`src/rtl/rst_seq_gen.sv`:
```
// Reset sequence generator: asserts all block resets together, holds them,
// then releases them one at a time in index order with a fixed gap.
//
// Ports:
//   clk         system clock
//   rst         synchronous active-high reset (power-on sequence)
//   sw_rst_req  software reset request, level sampled each edge
//   wdt_expire  watchdog reset request, beats sw_rst_req
//   rst_n_out   active-low block resets, bit 0 released first
//   busy        high while a sequence is in progress
//   seq_done    one-cycle pulse on sequence completion
//   rst_cause   00 power-on, 01 software, 10 watchdog
module rst_seq_gen #(
  parameter int NUM_OUT        = 3,
  parameter int HOLD_CYCLES    = 16,
  parameter int STAGGER_CYCLES = 4
) (
  input  logic               clk,
  input  logic               rst,
  input  logic               sw_rst_req,
  input  logic               wdt_expire,
  output logic [NUM_OUT-1:0] rst_n_out,
  output logic               busy,
  output logic               seq_done,
  output logic [1:0]         rst_cause
);

  localparam int MAX_CYC = (HOLD_CYCLES > STAGGER_CYCLES) ?
                           HOLD_CYCLES : STAGGER_CYCLES;
  localparam int CW = $clog2(MAX_CYC + 1);
  localparam int IW = $clog2(NUM_OUT + 1);

  localparam logic [CW-1:0] HOLD_LAST = CW'(HOLD_CYCLES - 1);
  localparam logic [CW-1:0] STAG_LAST = CW'(STAGGER_CYCLES - 1);
  localparam logic [IW-1:0] IDX_END   = IW'(NUM_OUT);

  localparam logic [1:0] CAUSE_POR = 2'b00;
  localparam logic [1:0] CAUSE_SW  = 2'b01;
  localparam logic [1:0] CAUSE_WDT = 2'b10;

  typedef enum logic [1:0] {
    S_ASSERT  = 2'd0,
    S_RELEASE = 2'd1,
    S_IDLE    = 2'd2
  } state_t;

  state_t          state;
  logic [CW-1:0]   cnt;
  logic [IW-1:0]   idx;
  logic            req;
  logic [NUM_OUT-1:0] rel_mask;

  assign req = wdt_expire | sw_rst_req;

  // One-hot of the next output to release; OR-ing it in keeps
  // releases strictly in index order and never clears a bit.
  always_comb begin
    rel_mask = '0;
    for (int i = 0; i < NUM_OUT; i++) begin
      if (idx == IW'(i)) rel_mask[i] = 1'b1;
    end
  end

  always_ff @(posedge clk) begin
    if (rst) begin
      state     <= S_ASSERT;
      cnt       <= '0;
      idx       <= '0;
      rst_n_out <= '0;
      busy      <= 1'b1;
      seq_done  <= 1'b0;
      rst_cause <= CAUSE_POR;
    end else if (req) begin
      state     <= S_ASSERT;
      cnt       <= '0;
      idx       <= '0;
      rst_n_out <= '0;
      busy      <= 1'b1;
      seq_done  <= 1'b0;
      rst_cause <= wdt_expire ? CAUSE_WDT : CAUSE_SW;
    end else begin
      seq_done <= 1'b0;
      case (state)
        S_ASSERT: begin
          if (cnt == HOLD_LAST) begin
            cnt          <= '0;
            idx          <= IW'(1);
            rst_n_out[0] <= 1'b1;
            state        <= S_RELEASE;
          end else begin
            cnt <= cnt + CW'(1);
          end
        end
        S_RELEASE: begin
          if (cnt == STAG_LAST) begin
            cnt <= '0;
            if (idx < IDX_END) begin
              rst_n_out <= rst_n_out | rel_mask;
              idx       <= idx + IW'(1);
            end else begin
              state    <= S_IDLE;
              busy     <= 1'b0;
              seq_done <= 1'b1;
            end
          end else begin
            cnt <= cnt + CW'(1);
          end
        end
        S_IDLE: begin
          rst_n_out <= '1;
          busy      <= 1'b0;
        end
        default: begin
          state     <= S_ASSERT;
          cnt       <= '0;
          idx       <= '0;
          rst_n_out <= '0;
          busy      <= 1'b1;
        end
      endcase
    end
  end

endmodule

```
`config.mk`:
```
export PLATFORM = sky130hd
export DESIGN_NAME = rst_seq_gen
export DESIGN_NICKNAME = d
export VERILOG_FILES = /design/src/rtl/rst_seq_gen.sv
export SDC_FILE = /design/constraint.sdc
export NUM_CORES = 1
export LEC_CHECK = 0
export CORE_MARGIN = 4
export CORE_UTILIZATION = 51
export CTS_BUF_LIST = sky130_fd_sc_hd__clkbuf_8
export DETAILED_ROUTE_END_ITERATION = 8
export MAX_ROUTING_LAYER = met4
export PLACE_DENSITY = 0.8
export RECOVER_POWER = 100
export SLEW_MARGIN = 40
export SYNTH_ARGS = -nofsm -noshare
export SYNTH_HDL_FRONTEND = slang
export SYNTH_SLANG_ARGS = --single-unit
```
`constraint.sdc`:
```
create_clock -name clk -period 2.05 [get_ports clk]
set_input_delay 0.615 -clock clk [delete_from_list [all_inputs] [get_ports clk]]
set_output_delay 0.615 -clock clk [all_outputs]
set_load 0.01 [all_outputs]
```
==> impl_metrics.tcl, run 1 <==
set metrics [dict create \
    firstDrtPassIters 4 \
    synth.avg_cell_area_um2 8.65 \
    wl_met2_mm 1.00 \
    vias 801 \
    final_cell_mix "dfxtp_1 (15), nor3_1 (11), inv_1 (10), ha_1 (10), dlygate4sd3_1 (8)" \
    path_delay_family "simple AND/OR/NAND/NOR gates" \
    grt_pass1_vias 777 \
    netlist_area_um2 900 \
    seq_area_frac_synth 0.356 \
    grt_overflow 0 \
    portBuffers 10 \
    end_kind "flip-flop" \
    crit_chain "ha_4 > or4b_4 > o21a_2 > or3_4 > a221oi_2" \
    dieArea_mm2 0.00250 \
    p_leak_nw 0.456 \
    max_freq_mhz 509 \
    nNetsFinal 137 \
    area_growth_pct 25.6 \
    grt_max_degree 17 \
    crit_path_top_delay_cell "or4b_4" \
    ys_warn_count 0 \
    crit_buf_inv 0 \
    dp_hpwl_mm 1.49 \
    fp-row-count 14 \
    drive_gt1_frac 0.174 \
    clock-sinks 16 \
    cap_violations 0 \
    num-fill-cells 128 \
    min_path_type "flip-flop to flip-flop" \
    final_common_cell "dfxtp_1" \
    grt_use_total 0.190 \
    wl_met1_um 919 \
    peakVddDrop_mv 0.441 \
    period_share 0.959 \
    synthFlopType "dfxtp_1" \
    status "complete, no violations" \
    wire_per_inst_um 14.3 \
    synth_fp_nets 119 \
    hold_viol_final 0 \
    finalSetupViolations 0 \
    gp_congestion 0.872 \
    tritoncts "done" \
    slew_headroom 0.641 \
    drt_iter0_drc 25 \
    core_mm2 0.00159 \
    synth_edf_count 0 \
    insertedDiodeCount 0 \
    die_w_um 50 \
    max_stage_delay_ns 0.47 \
    cp.required_ns 2.21 \
    slew_violations 0 \
    cts_hold_buf 0 \
    setup_tns_ns 0 \
    dp_slack_ns 0.0218 \
    critPathLaunchType "flip-flop" \
    cts-buffers-inserted 3 \
    finalPower_uw 625 \
    period_minus_slack_ns 1.97 \
    critical_path_class "flip-flop to flip-flop" \
    cts_buffer_depth 2 \
    highest_layer "met4" \
    fin_skew_ns 0.000921 \
    initial_core_util 0.564 \
    ys_ff_latch 16 \
    detail_route.vias_per_cell 5.52 \
    htree_levels 1 \
    clk_latency_ns 0.25 \
    ant_nets 0 \
    tightest_slew_ns 0.538 \
    synthCells 104 \
    clk_pin_slew_ns 0.06 \
    grt_antenna_before_repair 0 \
    met3_length_um 118 \
    fp.dieH_um 50 \
    cts-root-buf "clkbuf_8" \
    io_pins 11 \
    fin_ws_ns 0.0842 \
    crit_path_max_fanout 4 \
    arrival_ns 2.13 \
    synth_cell_types 31 \
    async_flop_share 0 \
    grt_pass1_wl_mm 3.55 \
    rsz0062_at_grt "no" \
    power.density_mw_per_mm2 553 \
    drt-total-wl_mm 2.07 \
    drcViolationCount 0 \
]
Yosys cell counts, types with 2 or more instances:
library cell	n	area, µm²
a32o_1	2	20.0
nor2_1	7	26.3
a21oi_1	6	30.0
inv_1	10	37.5
or3_1	2	12.5
nand3_1	3	15.0
o21a_1	4	30.0
a31oi_1	2	12.5
nor3_1	11	55.1
dfxtp_1	16	320
clkbuf_1	3	11.3
ha_1	11	138
o21ai_0	5	25.0
nand2_1	5	18.8
metal layers:
metal / vias up / global-route usage
li1: 400 / -
met1: 373 / 0.230
met2: 24 / 0.311
met3: 4 / 0.0361
met4: 0 / 0.0691
met5: - / -
area by class of cell:
type / count / area [µm²] / area share
Multi-Input combinational cell: 73 / 536 / 0.474
Sequential cell: 16 / 322 / 0.285
Timing Repair Buffer: 18 / 150 / 0.133
Clock buffer: 4 / 55.1 / 0.0487
Inverter: 10 / 37.5 / 0.0332
Tap cell: 24 / 30.0 / 0.0266
where the power goes:
| part | switching (mW) | leakage [nW] | internal [mW] | total (mW) |
|---|---|---|---|---|
| clock | 0.109 | 0.0288 | 0.170 | 0.279 |
| combinational | 0.0135 | 0.297 | 0.0154 | 0.0289 |
| sequential | 0.00239 | 0.130 | 0.314 | 0.317 |
kinds of logic (layout without fill, tap and decap cells):
family | after synthesis | count (layout) | synth area share
AO/OA/AOI/OAI | 26 | 26 | 0.211
adder cells (fa/ha/maj) | 11 | 11 | 0.153
buffers and inverters | 15 | 32 | 0.0640
flip-flops | 16 | 16 | 0.356
multiplexers | 1 | 1 | 0.0111
AND/OR/NAND/NOR | 35 | 35 | 0.204
metrics by stage:
step,hold slack [ns],utilization,std cells,cell area [µm²]
floorplan,0.471,-,104,900
global placement,0.446,0.671,141,1070
detailed placement,0.455,0.671,141,1070
CTS,0.469,0.706,145,1120
global route,0.503,0.709,145,1130
finish,0.461,0.709,145,1130
path summary, 6_finish.rpt:
check	cells past startpoint	slack, ns	to	from
max	5	0.08	idx[0]	cnt[1]
max reg2reg	5	0.08	idx[0]	cnt[1]
min	1	0.46	rst_n_out[0]	rst_n_out[0]
min reg2reg	1	0.46	rst_n_out[0]	rst_n_out[0]
sequential cells by signal, indices dropped and copies added, names as in the netlist:
| signal | cells |
|---|---|
| cnt | 5 |
| busy | 1 |
| rst_cause | 2 |
| idx | 2 |
| state | 2 |
| seq_done | 1 |
| rst_n_out | 3 |
what timing repair did:
| item | 4_1_cts | 5_1_grt |
|---|---|---|
| buffers inserted | 0 | 0 |
| resized for setup | 0 | 5 |
| endpoints found under the setup margin | 0 | 7 |
| hold endpoints to repair | 0 | 0 |
No activity file was read; power rests on OpenSTA's default activity.
==> inputs of run 2 (changes only) <==
--- a/config.mk
+++ b/config.mk
@@ -5,12 +5,13 @@
 export SDC_FILE = /design/constraint.sdc
 export NUM_CORES = 1
 export LEC_CHECK = 0
+export ABC_AREA = 1
 export CORE_MARGIN = 4
 export CORE_UTILIZATION = 51
 export CTS_BUF_LIST = sky130_fd_sc_hd__clkbuf_8
 export DETAILED_ROUTE_END_ITERATION = 8
 export MAX_ROUTING_LAYER = met4
-export PLACE_DENSITY = 0.8
+export PLACE_DENSITY = 0.79
 export RECOVER_POWER = 100
 export SLEW_MARGIN = 40
 export SYNTH_ARGS = -nofsm -noshare
==> impl_metrics.tcl, run 2 <==
set metrics [dict create \
    pwr-share-clk 0.409 \
    regMostFlops "cnt" \
    slew_headroom 0.699 \
    clk_pin_slew_ns 0.06 \
    internal_power_uw 456 \
    synth_edf_count 0 \
    grt_max_degree 14 \
    synthFlopType "dfxtp_1" \
    dp_hpwl_mm 1.47 \
    finalPower_uw 573 \
    peakVddDrop_mv 0.363 \
    cts_setup_buffers 0 \
    drt_iter0_drc 24 \
    netlist_area_um2 968 \
    ant_nets 0 \
    power.density_mw_per_mm2 518 \
    grt_use_total 0.170 \
    swShare 0.205 \
    grt_overflow 0 \
    highest_layer "met4" \
    initial_core_util 0.549 \
    fin_skew_ns 0.00311 \
    nNetsFinal 165 \
    gp_congestion 0.854 \
    detail_route.vias_per_cell 5.12 \
    min_path_type "flip-flop to flip-flop" \
    drcViolationCount 0 \
    area_growth_pct 14.2 \
    yosysMostFrequentCell "nand2_1" \
    end_kind "flip-flop" \
    placedCellCount 170 \
    final_common_cell "nand2_1" \
    synthCells 138 \
    tightest_slew_ns 0.451 \
    seq_area_frac_synth 0.331 \
    synthTopCellsByArea "dfxtp_1 (33%), ha_1 (14%), nand2_1 (11%)" \
    grt_antenna_before_repair 0 \
    dieArea_mm2 0.00266 \
    insertedDiodeCount 0 \
    critPathLaunchType "flip-flop" \
    synth_top_cell_by_area "dfxtp_1" \
    drive_gt1_frac 0.0338 \
    fp.dieH_um 51.6 \
    tritoncts "done" \
    grt_pass1_vias 846 \
    firstDrtPassIters 6 \
    period_minus_slack_ns 1.88 \
    wire_per_inst_um 11.3 \
    synth_common_cells "nand2_1 (28), inv_1 (22), dfxtp_1 (16), nor2_1 (16), a21oi_1 (13)" \
    hold_viol_final 0 \
    slew_violations 0 \
    power.share.sequential 0.552 \
    cap_violations 0 \
    cts-buffers-inserted 3 \
    async_flop_share 0 \
    fin_ws_ns 0.175 \
    utilization 0.627 \
    synth_cell_types 19 \
    setup_tns_ns 0 \
    wl_met2_um 905 \
    ys_warn_count 0 \
    period_share 0.915 \
    rsz0062_at_grt "no" \
    num-fill-cells 165 \
    crit_path_max_fanout 6 \
    cts-root-buf "clkbuf_8" \
    p_switching_uw 117 \
    largest_reg_flops 5 \
    drt-total-wl_mm 1.96 \
    met3_length_um 75 \
    clock-sinks 16 \
    ys_ff_latch 16 \
    cp.required_ns 2.24 \
    synth.avg_cell_area_um2 7.02 \
    final_cells 173 \
    finalSetupViolations 0 \
    post_cts_resized 0 \
    arrival_ns 2.06 \
    wl_met1_um 939 \
    synth_top_cell_area_share 0.331 \
    max_freq_mhz 533 \
    io_pins 11 \
    fp-row-count 15 \
    critical_path_class "flip-flop to flip-flop" \
    p_leak_nw 0.489 \
    core_mm2 0.00176 \
    top_regs "cnt (5), rst_n_out (3)" \
    clk_latency_ns 0.25 \
    status "complete, no violations" \
    vias 886 \
    final_cell_mix "nand2_1 (28), inv_1 (22), nor2_1 (16), dfxtp_1 (16), a21oi_1 (13)" \
    dp_slack_ns 0.215 \
    portBuffers 10 \
    htree_levels 1 \
    synth_fp_nets 153 \
    grt_pass1_wl_mm 3.33 \
    die_w_um 51.6 \
    cts_buffer_depth 2 \
    cts_hold_buf 0 \
    p_comb_frac 0.039 \
]
-- run 2: cell types whose count changed after synthesis, sizes merged, moves of 7 or more --
cell / change
inv: +13
a21oi: +7
nand3: +8
nor2: +9
nand2: +24
nor3: -9
-- run 2: worst paths after layout --
| kind | start | endpoint | slack [ns] | cells after the start |
|---|---|---|---|---|
| worst min register to register | rst_n_out[2] | rst_n_out[2] | 0.45 | 2 |
| worst min-delay path | rst_n_out[2] | rst_n_out[2] | 0.45 | 2 |
| worst max register to register | cnt[0] | state[1] | 0.17 | 9 |
| worst max-delay path | cnt[0] | state[1] | 0.17 | 9 |
-- run 2: final cells by class --
type                       count  area (µm²)  area share
sequential                    16         320       0.290
multi-input combinational     95         523       0.473
inverter                      23        86.3      0.0781
timing repair buffer          11         104      0.0939
tap                           25        31.3      0.0283
clock buffer                   3        41.3      0.0373
-- run 2: per-layer routing --
| metal | up-vias | GRT usage |
|---|---|---|
| met4 | 0 | 0.0873 |
| met1 | 396 | 0.206 |
| met2 | 20 | 0.275 |
| met3 | 5 | 0.0258 |
| li1 | 465 | - |
| met5 | - | - |
-- run 2: critical path, stage by stage, from the launching register on --
cell and delay [ns]:
dfxtp_1 0.37, ha_1 0.18, nand2_1 0.07, nor2_1 0.15, ha_1 0.21, or2_0 0.35, nand3_1 0.22, nand2_1 0.12
nand2_1 0.06, nor2_1 0.08
-- run 2: logic make-up after synthesis --
logic type,Yosys count,synth area share
adder cells (fa/ha/maj),11,0.142
flip-flops,16,0.331
AO/OA/AOI/OAI,21,0.116
buffers and inverters,27,0.119
AND/OR/NAND/NOR,63,0.292
-- run 2: through the flow --
stage / hold slack, ns / area, µm²
CTS: 0.450 / 1120
floorplan: 0.467 / 968
global placement: 0.436 / 1080
global route: 0.493 / 1110
detailed placement: 0.443 / 1080
finish: 0.446 / 1110
-- run 2: power groups by stage --
stage	clock network (mW)	logic (mW)	registers [mW]
floorplan	0	0.00832	0.324
global placement	0	0.0242	0.323
detailed placement	0	0.0243	0.323
CTS	0.242	0.0245	0.316
global route	0.250	0.0252	0.316
finish	0.234	0.0224	0.316
